## src/rtl/f_pkg.sv

```systemverilog
`default_nettype none
// +----------------------------------------------------------------------+
// | f_pkg: shared types and defaults for the f2 fetch-issue stage.        |
// | Rev 1.0                                                              |
// +----------------------------------------------------------------------+
package f_pkg;

  localparam int F_XLEN          = 32;
  localparam int F_SEQ_W         = 4;
  localparam int DEF_OFFSET_BITS = 4;

  typedef enum logic [1:0] {
    NORMAL = 2'd0,
    MISS   = 2'd1,
    EXC    = 2'd2
  } fetch_kind_e;

  typedef struct packed {
    logic [F_XLEN-1:0]  addr_even;
    logic [F_XLEN-1:0]  addr_odd;
    logic               pcd;
    logic [F_SEQ_W-1:0] seq;
    fetch_kind_e        kind;
    logic               pend_even;
    logic               pend_odd;
  } fetch_pair_t;

endpackage
`default_nettype wire

```

## src/rtl/fetch_pair_fifo.sv

```systemverilog
`default_nettype none
// +----------------------------------------------------------------------+
// | fetch_pair_fifo: in-order circular buffer of fetch pairs.             |
// | Rev 1.0                                                              |
// +----------------------------------------------------------------------+
module fetch_pair_fifo
  import f_pkg::*;
#(
  parameter int DEPTH = 2
) (
  input  logic        clk,
  input  logic        rst,
  input  logic        flush,
  input  logic        push,
  input  fetch_pair_t push_data,
  input  logic        pop,
  input  logic        wb_en,
  input  logic        wb_pend_even,
  input  logic        wb_pend_odd,
  output fetch_pair_t head,
  output logic        full,
  output logic        empty
);

  localparam int AW = $clog2(DEPTH);

  fetch_pair_t   mem_q [DEPTH];
  logic [AW-1:0] wr_ptr_q;
  logic [AW-1:0] rd_ptr_q;
  logic [AW:0]   count_q;
  logic [AW:0]   count_d;

  assign full  = (count_q == (AW+1)'(DEPTH));
  assign empty = (count_q == '0);
  assign head  = mem_q[rd_ptr_q];

  always_comb begin
    count_d = count_q;
    if (push && !pop) begin
      count_d = count_q + 1'b1;
    end else if (pop && !push) begin
      count_d = count_q - 1'b1;
    end
  end

  // Push targets the tail and write-back targets the head; they can only
  // alias when the buffer is empty or full, where one of them is blocked.
  always_ff @(posedge clk) begin
    if (rst || flush) begin
      wr_ptr_q <= '0;
      rd_ptr_q <= '0;
      count_q  <= '0;
      for (int i = 0; i < DEPTH; i++) begin
        mem_q[i] <= '0;
      end
    end else begin
      if (push) begin
        mem_q[wr_ptr_q] <= push_data;
        wr_ptr_q        <= wr_ptr_q + 1'b1;
      end
      if (pop) begin
        rd_ptr_q <= rd_ptr_q + 1'b1;
      end else if (wb_en) begin
        mem_q[rd_ptr_q].pend_even <= wb_pend_even;
        mem_q[rd_ptr_q].pend_odd  <= wb_pend_odd;
      end
      count_q <= count_d;
    end
  end

endmodule
`default_nettype wire

```

## src/rtl/f2_fetch_issue.sv

```systemverilog
`default_nettype none
// +----------------------------------------------------------------------+
// | f2_fetch_issue: queues translated line pairs and issues each half to  |
// | the even/odd I-cache banks; TLB misses/exceptions become pulses.      |
// | Rev 1.0                                                              |
// +----------------------------------------------------------------------+
module f2_fetch_issue
  import f_pkg::*;
#(
  parameter int XLEN        = F_XLEN,
  parameter int DEPTH       = 2,
  parameter int OFFSET_BITS = DEF_OFFSET_BITS,
  parameter int SEQ_W       = F_SEQ_W
) (
  input  logic             clk,
  input  logic             rst,
  input  logic             flush,
  input  logic             addr_even_valid,
  input  logic             addr_odd_valid,
  input  logic [XLEN-1:0]  addr_even,
  input  logic [XLEN-1:0]  addr_odd,
  input  logic             hit,
  input  logic             pcd,
  input  logic             exceptions,
  output logic             stall,
  output logic             ic_even_req_valid,
  input  logic             ic_even_req_ready,
  output logic [XLEN-1:0]  ic_even_req_addr,
  output logic             ic_even_req_pcd,
  output logic [SEQ_W-1:0] ic_even_req_seq,
  output logic             ic_odd_req_valid,
  input  logic             ic_odd_req_ready,
  output logic [XLEN-1:0]  ic_odd_req_addr,
  output logic             ic_odd_req_pcd,
  output logic [SEQ_W-1:0] ic_odd_req_seq,
  output logic             miss_valid,
  output logic             exc_valid,
  output logic [SEQ_W-1:0] miss_seq,
  output logic [SEQ_W-1:0] exc_seq
);

  localparam logic [XLEN-1:0] LINE_MASK = {XLEN{1'b1}} << OFFSET_BITS;

  logic [SEQ_W-1:0] seq_q;
  logic [SEQ_W-1:0] seq_d;
  fetch_pair_t      push_data;
  fetch_pair_t      head;
  fetch_kind_e      kind;
  logic             full;
  logic             empty;
  logic             push;
  logic             pop;
  logic             head_valid;
  logic             head_normal;
  logic             hs_even;
  logic             hs_odd;
  logic             retire_normal;
  logic             wb_en;

  // No bypass: a full queue refuses capture even if the head retires now.
  assign stall = full;
  assign push  = (addr_even_valid | addr_odd_valid) & ~full & ~flush;
  assign seq_d = push ? seq_q + 1'b1 : seq_q;

  always_comb begin
    kind = NORMAL;
    if (exceptions) begin
      kind = EXC;
    end else if (!hit) begin
      kind = MISS;
    end
  end

  always_comb begin
    push_data           = '0;
    push_data.addr_even = addr_even;
    push_data.addr_odd  = addr_odd;
    push_data.pcd       = pcd;
    push_data.seq       = seq_q;
    push_data.kind      = kind;
    push_data.pend_even = (kind == NORMAL) & addr_even_valid;
    push_data.pend_odd  = (kind == NORMAL) & addr_odd_valid;
  end

  always_ff @(posedge clk) begin
    if (rst) begin
      seq_q <= '0;
    end else begin
      seq_q <= seq_d;
    end
  end

  fetch_pair_fifo #(
    .DEPTH(DEPTH)
  ) u_fifo (
    .clk          (clk),
    .rst          (rst),
    .flush        (flush),
    .push         (push),
    .push_data    (push_data),
    .pop          (pop),
    .wb_en        (wb_en),
    .wb_pend_even (head.pend_even & ~hs_even),
    .wb_pend_odd  (head.pend_odd & ~hs_odd),
    .head         (head),
    .full         (full),
    .empty        (empty)
  );

  assign head_valid  = ~empty;
  assign head_normal = head_valid & (head.kind == NORMAL);

  assign ic_even_req_valid = head_normal & head.pend_even;
  assign ic_odd_req_valid  = head_normal & head.pend_odd;
  assign hs_even           = ic_even_req_valid & ic_even_req_ready;
  assign hs_odd            = ic_odd_req_valid & ic_odd_req_ready;

  assign ic_even_req_addr = ic_even_req_valid ? (head.addr_even & LINE_MASK) : '0;
  assign ic_odd_req_addr  = ic_odd_req_valid  ? (head.addr_odd  & LINE_MASK) : '0;
  assign ic_even_req_pcd  = ic_even_req_valid & head.pcd;
  assign ic_odd_req_pcd   = ic_odd_req_valid  & head.pcd;
  assign ic_even_req_seq  = ic_even_req_valid ? head.seq : '0;
  assign ic_odd_req_seq   = ic_odd_req_valid  ? head.seq : '0;

  assign miss_valid = head_valid & (head.kind == MISS);
  assign exc_valid  = head_valid & (head.kind == EXC);
  assign miss_seq   = miss_valid ? head.seq : '0;
  assign exc_seq    = exc_valid  ? head.seq : '0;

  // A NORMAL head leaves once every outstanding half has handshaken.
  assign retire_normal = head_normal & (~head.pend_even | hs_even)
                                     & (~head.pend_odd  | hs_odd);
  assign pop   = (retire_normal | miss_valid | exc_valid) & ~flush;
  assign wb_en = (hs_even | hs_odd) & ~pop;

endmodule
`default_nettype wire
```

## config.mk

```make
export PLATFORM = sky130hd
export DESIGN_NAME = f2_fetch_issue
export DESIGN_NICKNAME = d
export VERILOG_FILES = /design/src/rtl/f_pkg.sv /design/src/rtl/fetch_pair_fifo.sv /design/src/rtl/f2_fetch_issue.sv
export SDC_FILE = /design/constraint.sdc
export NUM_CORES = 1
export LEC_CHECK = 0
export BUFFER_PORTS_ARGS = -buffer_cell sky130_fd_sc_hd__buf_2
export CAP_MARGIN = 30
export CORE_ASPECT_RATIO = 0.7
export CORE_MARGIN = 2
export CORE_UTILIZATION = 45
export DETAILED_ROUTE_END_ITERATION = 8
export PLACE_DENSITY = 0.74
export SYNTH_ARGS = -nofsm -noshare
export SYNTH_HDL_FRONTEND = slang
export SYNTH_SLANG_ARGS = --single-unit
```

## constraint.sdc

```tcl
create_clock -name clk -period 9.7 [get_ports clk]
set_input_delay 2.91 -clock clk [delete_from_list [all_inputs] [get_ports clk]]
set_output_delay 2.91 -clock clk [all_outputs]
set_load 0.01 [all_outputs]
```

==> run metrics <==
Max-cap violations 0; Setup CP Type reg -> out; share of post-route cells with drive strength above 1 0.284; clk slew on worst S/H paths about 0.060 ns; Die Ht 105 microns; Placer Congestion just over 0.8; cell taking the most area after synthesis edfxtp_1; PnR worst setup slack 4.28 ns; Clock Sinks 139; most common cell after layout, fill and taps aside buf_2; slew at the pin closest to its max-slew limit roughly 0.96 ns; H-Tree Depth 4; io pins 161; Pins Over Slew Limit 0; Vias/cell 5.04; Final min period 5.42 ns; Final ANT Viol Nets 0; Worst VDD drop 0.123 mV; status complete, no violations; # hold bufs at CTS 0; root buf cell clkbuf_16; sequential element share of the synthesized area 0.622; R2R setup slack 6.63 ns; Global Route Usage Sum 0.183; vias in the first global route 4424; CTS tree done; RSZ-0062 raised after global routing no; Seq cells post-synth 139; DR vias 4368; largest cells by area after synthesis edfxtp_1 (59%), and2_1 (12%), mux2i_1 (10%); WL final 14000 microns; critical path's slowest cell mux2i_1; Pre-antenna DRT Iters 4; most frequent cells in the layout buf_2 (144), edfxtp_1 (130), and2_1 (124); Iter 0 DRT Violations 267; CTS Buf Count 17; Post-Syn Instances 525; DIE WIDTH between 100 and 150 microns; global-route wire length before repair 22100 microns; pin count of the biggest net entering global routing 57; setup violators final 0; dpl hpwl 8980 microns; Layout Cells excl Fill 866; Yosys top cell area share 0.595; placed cell count 833; FMAX around 180 MHz; worst path cell trace buf_4 > buf_12 > mux2i_1 > nor2_1 > buf_2; maximum buffer depth of the clock tree 2; Ys Warns 0; WP data required 6.79 ns; crit end category primary output; Critical Path AT 2.51 ns; Layout Skew 0.00850 ns; Die ar. 0.0156 sq mm; ANT cells 0; row count 36; final net count between 700 and 800; Lkg Pwr 0.00332 uW; Syn Area/Cell roughly 13 sq um; Starting Density 0.465; cell area power density between 150 and 200 mW/mm^2; Slew HR 0.359; CP Max Fanout 31; period utilization 0.559; post-CTS sizing 0; Fin Setup TNS 0 ns; mapped cell area 0.00656 sq mm; P&R area growth vs syn 22.1%; FILL cells approximately 1200; Netlist cell types 44; postcts setup bufs 0; Fin. Hold Viols 0; grt ovf 0; hold slack 0.531 ns; initial antenna violation count 0; drt wl/cell 16.2 microns; Core Region 0.0141 sq mm; pre-CTS setup slack 4.01 ns; CP startpoint kind flip-flop; CP peak stage delay 0.60 ns; clk_lat worst skew 0.41 ns; IO Port Bufs 144; hold crit path type reg -> reg; post-route DRC violation count 0
[worst max-delay path, delay by kind of cell, from the launching register on]
family | cells | cell delay [ns]
buffers and inverters | 3 | 0.94
multiplexers | 1 | 0.60
AND/OR/NAND/NOR | 1 | 0.08
flip-flops | 1 | 0.47
[Yosys cell counts, drive strengths merged]
cell type and n:
dfxtp 9, ha 2, buf 27, a31oi 1, o21bai 1, and3 1
or3 1, nor2b 1, o21ai 4, nor4 2, or2 3, edfxtp 130
xnor2 5, nand2 6, xor2 2, nand3 3, o211ai 2, and3b 1
and4b 1, conb 1, nand2b 2, nor2 86, o32ai 1, a32o 1
clkbuf 13, inv 6, o22a 1, nor3b 3, a21oi 2, o22ai 1
nand4b 4, a21o 2, o31ai 1, nor3 4, mux2i 67, nand4 2
and2 124, nor4b 1, o311a 1
[state kept, by name, indices dropped and copies added (netlist names), named ones only]
name,cells
u_fifo.mem_q,130
seq_q,4
u_fifo.count_q,2
u_fifo.rd_ptr_q,1
u_fifo.wr_ptr_q,1
[metal layers]
metal | share of wire | vias to the layer above | GRT usage
li1 | - | 2086 | -
met1 | 0.45 | 2140 | 0.231
met2 | 0.49 | 126 | 0.307
met3 | 0.049 | 16 | 0.0467
met4 | 0.010 | 0 | 0.0619
met5 | 0 | - | 0
[through the flow]
stage,util,power (uW),instance area (sq um)
2_1_floorplan,-,803,6590
3_3_place_gp,0.525,834,7400
3_5_place_dp,0.525,842,7400
4_1_cts,0.567,1480,7990
5_1_grt,0.568,1520,8010
6_report,0.568,1470,8010
[logic make-up (layout without fill, tap and decap cells)]
logic type / count (synthesis) / in the layout / share of synthesized area
buffers and inverters: 46 / 190 / 0.0379
other: 1 / 8 / 0.000571
xor gates and xnor gates: 7 / 7 / 0.00934
adders and majority gates: 2 / 2 / 0.00381
DFF: 139 / 139 / 0.622
and+or+nand+nor: 245 / 245 / 0.205
AOI/OAI and AO/OA: 18 / 18 / 0.0193
muxes: 67 / 67 / 0.102
[power by group]
group / leakage, uW / internal (uW) / switching, uW
combinational: 0.00151 / 48.3 / 69.6
sequential: 0.00154 / 696 / 15.8
clock: 0.000275 / 384 / 260
[final timing paths]
kind / to / cells past startpoint / startpoint
hold reg to reg: seq_q[1] / 2 / seq_q[1]
setup reg to reg: u_fifo.mem_q[1][5] / 5 / u_fifo.count_q[1]
hold / removal: seq_q[1] / 2 / seq_q[1]
setup / recovery: exc_seq[0] / 5 / flip-flop
[cell type report]
type / count / area [sq um] / area share
Clock buffer: 18 / 429 / 0.0536
Clock inverter: 14 / 160 / 0.0200
Tap cell: 190 / 238 / 0.0297
Sequential cell: 139 / 4090 / 0.510
Multi-Input combinational cell: 347 / 2280 / 0.285
Inverter: 6 / 22.5 / 0.00281
Timing Repair Buffer: 152 / 793 / 0.0990
Power figures use the tool's default switching activity.
